### config.mk
export PLATFORM = sky130hd
export DESIGN_NAME = psd
export DESIGN_NICKNAME = d
export VERILOG_FILES = /design/src/rtl/psd_pkg.sv /design/src/rtl/psd_ram.sv /design/src/rtl/psd.sv
export SDC_FILE = /design/constraint.sdc
export NUM_CORES = 1
export LEC_CHECK = 0
export CAP_MARGIN = 20
export CORE_UTILIZATION = 41
export CTS_CLUSTER_SIZE = 25
export DETAILED_ROUTE_END_ITERATION = 10
export HOLD_SLACK_MARGIN = 0.15
export SLEW_MARGIN = 20
export SYNTH_ARGS = -nofsm -noshare
export SYNTH_HDL_FRONTEND = slang
export SYNTH_HIERARCHICAL = 1
export SYNTH_SLANG_ARGS = --single-unit
### constraint.sdc
create_clock -name i_clk -period 3.1 [get_ports i_clk]
set_input_delay 0.31 -clock i_clk [delete_from_list [all_inputs] [get_ports i_clk]]
set_output_delay 0.31 -clock i_clk [all_outputs]
set_load 0.005 [all_outputs]
### src/rtl/psd_pkg.sv
// psd_pkg: shared types and constants for the packet stream deframer.
// Holds the read FSM state type, the marker bit index and the payload width.
package psd_pkg;

   typedef enum logic [1:0] {
      ST_IDLE = 2'd0,
      ST_SEND = 2'd1,
      ST_GAP  = 2'd2
   } state_t;

   localparam int MARK_BIT = 8;
   localparam int PAY_W    = 8;
   localparam int WORD_W   = PAY_W + 1;

endpackage

### src/rtl/psd_ram.sv
// psd_ram: simple dual-port RAM, one write port, one registered read port.
// Ports: clk, rst_n (clears read register), we/waddr/wdata, re/raddr, rdata.
module psd_ram
   import psd_pkg::*;
#(
   parameter int DEPTH = 64,
   parameter int WIDTH = WORD_W
) (
   input  logic                     clk,
   input  logic                     rst_n,
   input  logic                     we,
   input  logic [$clog2(DEPTH)-1:0] waddr,
   input  logic [WIDTH-1:0]         wdata,
   input  logic                     re,
   input  logic [$clog2(DEPTH)-1:0] raddr,
   output logic [WIDTH-1:0]         rdata
);

   logic [WIDTH-1:0] mem [DEPTH];

   always_ff @(posedge clk) begin
      if (we) mem[waddr] <= wdata;
   end

   // The read register only changes on a read, so it holds the last
   // word between bursts.
   always_ff @(posedge clk or negedge rst_n) begin
      if (!rst_n)  rdata <= '0;
      else if (re) rdata <= mem[raddr];
   end

endmodule

### src/rtl/psd.sv
// psd: packet stream deframer; buffers 9-bit words until the end marker,
// then replays the packet as a contiguous byte burst followed by an idle gap.
// Ports: i_clk, i_rst_n, iv_data[8:0], i_data_wr, ov_data[7:0], o_data_wr,
// o_overflow. Define PSD_STATS_EN to add ov_pkt_cnt and ov_drop_cnt.
module psd
   import psd_pkg::*;
#(
   parameter int FIFO_DEPTH = 64,
   parameter int MIN_GAP    = 5
) (
   input  logic              i_clk,
   input  logic              i_rst_n,
   input  logic [WORD_W-1:0] iv_data,
   input  logic              i_data_wr,
   output logic [PAY_W-1:0]  ov_data,
   output logic              o_data_wr,
   output logic              o_overflow
`ifdef PSD_STATS_EN
   ,
   output logic [15:0]       ov_pkt_cnt,
   output logic [15:0]       ov_drop_cnt
`endif
);

   localparam int AW = $clog2(FIFO_DEPTH);
   localparam int PW = AW + 1;
   localparam int GW = $clog2(MIN_GAP + 1);

   logic [PW-1:0]     wr_ptr;
   logic [PW-1:0]     cmt_ptr;
   logic [PW-1:0]     rd_ptr;
   logic [PW-1:0]     wr_ptr_nx;
   logic              drop;
   state_t            state;
   logic [GW-1:0]     gap_cnt;
   logic [WORD_W-1:0] rdata;
   logic              full;
   logic              avail;
   logic              last;
   logic              gap_done;
   logic              start;
   logic              rd_en;
   logic              wr_en;
   logic              ovf;

   assign full      = (wr_ptr - rd_ptr) == PW'(FIFO_DEPTH);
   assign avail     = cmt_ptr != rd_ptr;
   assign last      = rdata[MARK_BIT];
   assign gap_done  = gap_cnt == GW'(MIN_GAP - 1);
   assign wr_ptr_nx = wr_ptr + 1'b1;
   assign wr_en     = i_data_wr && !drop && !full;
   assign ovf       = i_data_wr && !drop && full;

   // The last gap cycle may launch the next burst directly, which keeps
   // the idle gap at exactly MIN_GAP cycles for a committed packet.
   assign start = avail &&
                  (state == ST_IDLE || (state == ST_GAP && gap_done));
   assign rd_en = start || (state == ST_SEND && !last);

   psd_ram #(
      .DEPTH (FIFO_DEPTH),
      .WIDTH (WORD_W)
   ) u_ram (
      .clk   (i_clk),
      .rst_n (i_rst_n),
      .we    (wr_en),
      .waddr (wr_ptr[AW-1:0]),
      .wdata (iv_data),
      .re    (rd_en),
      .raddr (rd_ptr[AW-1:0]),
      .rdata (rdata)
   );

   assign ov_data = rdata[PAY_W-1:0];

   // Writer: an overflow rewinds to the last commit point and, unless the
   // overflowing word closes the packet, discards through its end marker.
   always_ff @(posedge i_clk or negedge i_rst_n) begin
      if (!i_rst_n) begin
         wr_ptr     <= '0;
         cmt_ptr    <= '0;
         drop       <= 1'b0;
         o_overflow <= 1'b0;
      end else begin
         o_overflow <= ovf;
         if (wr_en) begin
            wr_ptr <= wr_ptr_nx;
            if (iv_data[MARK_BIT]) cmt_ptr <= wr_ptr_nx;
         end else if (ovf) begin
            wr_ptr <= cmt_ptr;
            drop   <= !iv_data[MARK_BIT];
         end else if (i_data_wr && drop && iv_data[MARK_BIT]) begin
            drop <= 1'b0;
         end
      end
   end

   always_ff @(posedge i_clk or negedge i_rst_n) begin
      if (!i_rst_n) begin
         rd_ptr    <= '0;
         state     <= ST_IDLE;
         gap_cnt   <= '0;
         o_data_wr <= 1'b0;
      end else begin
         o_data_wr <= rd_en;
         if (rd_en) rd_ptr <= rd_ptr + 1'b1;
         unique case (state)
            ST_IDLE: begin
               if (start) state <= ST_SEND;
            end
            ST_SEND: begin
               if (last) begin
                  state   <= ST_GAP;
                  gap_cnt <= '0;
               end
            end
            ST_GAP: begin
               if (gap_done) state <= start ? ST_SEND : ST_IDLE;
               else          gap_cnt <= gap_cnt + 1'b1;
            end
            default: state <= ST_IDLE;
         endcase
      end
   end

`ifdef PSD_STATS_EN
   always_ff @(posedge i_clk or negedge i_rst_n) begin
      if (!i_rst_n) begin
         ov_pkt_cnt  <= '0;
         ov_drop_cnt <= '0;
      end else begin
         if (state == ST_SEND && last) ov_pkt_cnt <= ov_pkt_cnt + 1'b1;
         if (ovf) ov_drop_cnt <= ov_drop_cnt + 1'b1;
      end
   end
`endif

endmodule

---- After elaboration in Yosys (flattened, before gate mapping) ----
Memories as Yosys holds them, arrays and structs flattened. A register that Yosys moved wholly into a read port is not among the register bits.
Cells that the tools add are included.
storage, ports and cells
  bits in registers ....................... 29
  latch bits .............................. 0
  bits in writable memories ............... 576
  ROM bits ................................ 0
  input bits .............................. 12
  output and inout bits ................... 10
  logic and storage cells ................. 60
  memories ................................ 1
operators by class
  add/subtract/negate cells ............... 4
  $mul .................................... 0
  div/mod/pow operators ................... 0
  $lt $le $gt $ge ......................... 0
  eq/ne operators ......................... 9
  shift-type cells ........................ 0
  multiplexer cells ....................... 14
  bitwise gates (word level) .............. 1
  reduce and logical (&&, ||, !) cells .... 23
memories
  name       words  width  read ports  clocked after Yosys merged registers in  write ports  line           source
  u_ram.mem  64     9      1           1                                        1            psd_ram.sv:19  logic [WIDTH-1:0] mem [DEPTH];
operator list
  operator                                             count
  adder 7 x 1 -> 7 bit, second input constant          2
  2-to-1 mux 7 bit                                     2
  logical AND 1 bit                                    8
  equality test 7 bit, second input constant           1
  != test 7 bit                                        1
  subtractor 7 bit                                     1
  2-to-1 mux 2 bit                                     3
  2-to-1 mux 3 bit                                     2
  != test 2 bit, second input constant                 3
  one-hot mux 2 bit (3 select lines)                   1
  one-hot mux 3 bit (2 select lines)                   1
  AND reduction 3 bit                                  2
  nonzero test 2 bit                                   3
  logical NOT 1 bit                                    5
  2-to-1 mux 1 bit                                     5
  AND reduction 2 bit                                  2
  adder 3 x 1 -> 3 bit, second input constant          1
  equality test 3 bit, second input constant           1
  equality test 2 x 1 -> 1 bit, second input constant  1
  equality test 2 bit, second input constant           1
  logical NOT 2 bit                                    1
  logical OR 1 bit                                     2
  != test 2 x 1 -> 1 bit, second input constant        1
  inverter 1 bit                                       1

---- Longest topological paths before layout ----
  word-level depth ........................ 7
  depth in mapped cells ................... 13
  depth with buffers taken out ............ 12

---- By module ----
The synthesis kept the hierarchy.
modules (own cells, without submodules)
  module   instances  cells each  area each (µm²)  seq. area each (µm²)
  psd_ram  1          1041        22768.1          17521.8
  psd      1          179         1826.8           725.7

---- Worst setup path after synthesis ----
No wires, ideal clock.
  path kind ............................... register -> register
  start ................................... register rd_ptr[3]
  end ..................................... memory u_ram/mem[48][0] (netlist bit), enable pin
  arrival time ............................ 3075 ps
  required time ........................... 2713 ps
  slack ................................... -361 ps
  cell stages (with the launch flop) ...... 11
  path buffers ............................ 0
  cells stage by stage .................... dfrtp_1 -> inv_1 -> ha_1 -> a2111oi_2 -> a21oi_4 -> xnor2_4 -> and2_1 -> nor2_1 -> nand3_1 -> or3_1 -> nor3_1
on the way
  longest elaborated chain between the ends .. 6
ends and longest elaborated chain
  item                                    line           source
  start: declaration                      psd.sv:31      logic [PW-1:0] rd_ptr;
  start signal: assignment                psd.sv:106     if (rd_en) rd_ptr <= rd_ptr + 1'b1;
  subtractor 7 bit                        psd.sv:46      assign full = (wr_ptr - rd_ptr) == PW'(FIFO_DEPTH);
  equality test 7 bit                     psd.sv:46
  logical NOT 1 bit                       psd.sv:51      assign wr_en = i_data_wr && !drop && !full;
  logical AND 1 bit                       psd.sv:51
  named net wr_en                         psd.sv:43      logic wr_en;
  2-to-1 mux 1 bit                        psd_ram.sv:22  if (we) mem[waddr] <= wdata;
  2-to-1 mux 1 bit (implied by the code)  psd_ram.sv:22
  end: declaration                        psd_ram.sv:19
The timed path passes the listed nets, and every way through them passes these cells.

---- Final worst setup path ----
  start ................................... register rd_ptr[4]
  end ..................................... memory u_ram/mem[38][8] (netlist bit), enable pin
The elaborated chain is that of the path after synthesis.

==> flow_metrics.tcl <==
set metrics [dict create \
    gp_congestion 0.824 \
    cp.arrival_ns 3.28 \
    holdWs_ns 0.187 \
    ys_seq_area_share_pct 74.2 \
    drtAntennaViolNets 0 \
    clockBufferDepth 3 \
    drt_wl_total_mm 53.4 \
    first_global_vias 12400 \
    post_cts_buffers 0 \
    met1_usage_pct 25.1 \
    viasPerCell 5.47 \
    cellLeakagePower_nw 9.34 \
    finalSetupViolations 0 \
    powerDensity_nw_per_um2 874 \
    min_period_ns 2.99 \
    synthXorXnorAreaFrac_pct 0.819 \
    global_route.overflow_total 0 \
    clk_pin_slew_ns 0.06 \
    syn_to_final_growth_pct 16.0 \
    final_cell_mix "edfxtp_1, mux4_2, buf_4" \
    routedWlPerCell_microns 24.4 \
    dp_cells 2065 \
    die_area_sq_um 61000 \
    worst_r2r_endpoint "u_ram/mem[38][8]" \
    synth_compound_area_share_pct 3.05 \
    io_pins 22 \
    regToRegStartpoint "rd_ptr[4]" \
    antenna_found_initial 0 \
    drt-initial-drc-count 858 \
    instances_no_fill 2186 \
    whs_endpoint "u_ram/mem[11][1]" \
    status "finished, violations left" \
    layout_commonest_cell "edfxtp_1" \
    synth_area_per_cell_sq_um 20.2 \
    endpoint_kind "flip-flop" \
    grt_use_total_pct 18.0 \
    floorplan.initialDensity_pct 41.6 \
    synth_fa_ha_area_share_pct 0.509 \
    holdCritPathClass "input port to flip-flop" \
    slew_violations 0 \
    required_ns 3.39 \
    yosys.area_share.simple_pct 3.44 \
    cts_tree "yes" \
    critPathKind "flip-flop to flip-flop" \
    die_width_microns 247 \
    dp_hpwl_mm 33.0 \
    final-seq-area_sq_um 18300 \
    cts_buffers 67 \
    ctsHtreeMaxLevel 3 \
    holdCritStartpoint "iv_data[1]" \
    final_nets 1384 \
    rr_worst_depth 13 \
    post-route-worst-setup-slack_ns 0.111 \
    synth_cell_type_count 55 \
    drc 2 \
    whs_path_depth 1 \
    multi_input_area_sq_um 6020 \
    yosys.area.top_type "edfxtp_1" \
    grt_pass1_wl_mm 80.5 \
    synth_area_leaders "edfxtp_1, mux4_2, dfrtp_1" \
    drv_cap 0 \
    fin_crit_sh_pct 96.4 \
    synthesis.nets 1242 \
    grt_max_degree 77 \
    antenna_cells 0 \
    max_freq_mhz 335 \
    netlist_area_sq_um 24600 \
    grt.busiest_layer "met2" \
    ir_drop_mv 0.573 \
    io_buffers 21 \
    dp_slack_ns -0.146 \
    violations "design-rule violations" \
    fin_worst_skew_ns 0.0212 \
    hold_viol 0 \
    dr.pass1.iters 8 \
    num_vias 11900 \
    num_rows 89 \
    synth-edff-count 576 \
    core_area_sq_um 59100 \
    fillers 4766 \
    cts.sinks 614 \
    synthFlopType "edfxtp_1" \
    die_height_microns 247 \
    use_met3_pct 3.23 \
    worst_pin_slew_ns 0.965 \
    clockRootBuffer "clkbuf_16" \
    maxSlewHeadroom_pct 35.7 \
    synthArstFlopShare_pct 6.19 \
    drive_gt1_share_pct 31.1 \
    total_power_mw 24.9 \
    synthMuxAreaShare_pct 16.3 \
    yosysWarnings 6 \
    yosysTopAreaCellShare_pct 70.3 \
    clkLatencyLatePin_ns 0.59 \
    ys_ff_latch 614 \
    cp-start-kind "flip-flop" \
    synth_top_family_by_area "multiplexers" \
    worst-r2r-setup-slack_ns 0.11 \
    syn_inst 1220 \
    grt.met2_usage_pct 29.1 \
    crit_fanout 8 \
]
synth_stat cells, types with 2 or more instances:
library cell / count
nand3b_1: 2
a22oi_1: 18
nand2b_1: 7
buf_1: 6
nand4_1: 9
nor3_1: 3
buf_4: 8
dfrtp_1: 38
nor4_2: 2
o21ai_0: 4
a31oi_1: 2
a21oi_1: 8
o211ai_1: 3
edfxtp_1: 576
o22ai_1: 9
nand3_1: 26
inv_1: 20
nor4_1: 2
mux4_2: 135
xor2_1: 10
or3_1: 6
a21oi_4: 2
mux2_2: 36
and3_1: 3
a221oi_2: 8
nor2b_1: 7
and2_1: 3
mux2i_1: 45
nor2_1: 83
buf_8: 2
o221ai_1: 18
clkbuf_1: 27
a22o_1: 4
buf_2: 17
nand2_1: 26
buf_6: 4
mux2_4: 7
ha_1: 10
xnor2_1: 8
area by class of cell:
cell class / instances / share of cell area (%)
clock buffer: 85 / 6.33
clock inverter: 35 / 0.934
inverter: 21 / 0.276
multi-input combinational: 521 / 21.1
sequential: 614 / 64.0
tap: 773 / 3.39
timing repair buffer: 137 / 3.97
cells by family (layout without fill, tap and decap cells):
group	Yosys count	count (layout)
AOI/OAI and AO/OA	87	87
muxes	223	223
and+or+nand+nor	181	181
adders and majority gates	10	10
xor gates and xnor gates	20	20
DFF	614	614
buffers and inverters	85	278
routing by layer:
layer	share of wire, %	vias up	wire length [microns]
li1	-	5289	-
met2	49	279	26200
met3	4.7	78	2480
met1	44	6302	23500
met5	0	-	0
met4	2.2	0	1170
how the worst max path moves through the flow:
| stage | start | endpoint | slack, ns | depth (start not counted) |
|---|---|---|---|---|
| 2_1_floorplan | rd_ptr[3] | u_ram/mem[50][0] | -0.12 | 10 |
| 3_3_place_gp | rd_ptr[4] | u_ram/mem[12][5] | -0.15 | 12 |
| 3_5_place_dp | wr_ptr[3] | u_ram/mem[44][3] | -0.15 | 10 |
| 4_1_cts | wr_ptr[3] | u_ram/mem[48][6] | 0.06 | 10 |
| 5_1_grt | rd_ptr[4] | u_ram/mem[38][8] | -0.02 | 13 |
| 6_report | rd_ptr[4] | u_ram/mem[38][8] | 0.11 | 13 |
sequential cells by signal (all words and copies together), names as in the netlist:
register,flops
o_data_wr,1
o_overflow,1
u_ram/rdata,9
state,2
gap_cnt,3
cmt_ptr,7
wr_ptr,7
u_ram/mem,576
rd_ptr,7
drop,1
critical path, cell delays in order, from the launching register on:
cell	delay, ns
dfrtp_4	0.47
inv_1	0.13
ha_1	0.29
o21a_1	0.20
nor2_1	0.17
a21oi_4	0.07
xnor2_4	0.14
and2_1	0.19
nor2_4	0.14
nor2b_4	0.21
nand3_1	0.09
buf_4	0.19
nor2_1	0.21
buf_6	0.19
through the flow:
stage,TNS (ns),cell area (sq um),util (%)
finish,0,28500,48.2
global route,-0.161,28500,48.2
CTS,0,28500,48.2
detailed placement,-16.89,26400,44.6
global placement,-14.57,26400,44.6
floorplan,-19.09,24600,-
what timing repair did:
item | in CTS | in global routing
hold buffers | 1 | 0
endpoints found under the setup margin | 215 | 206
hold endpoints to repair | 38 | 0
resized for setup | 6 | 6
power breakdown:
part	switching [mW]	internal [mW]
Clock	3.12	4.39
Sequential	0.255	9.51
Combinational	4.23	3.44
Total	7.60	17.3
Note: power is estimated with default switching activity, not from simulation.
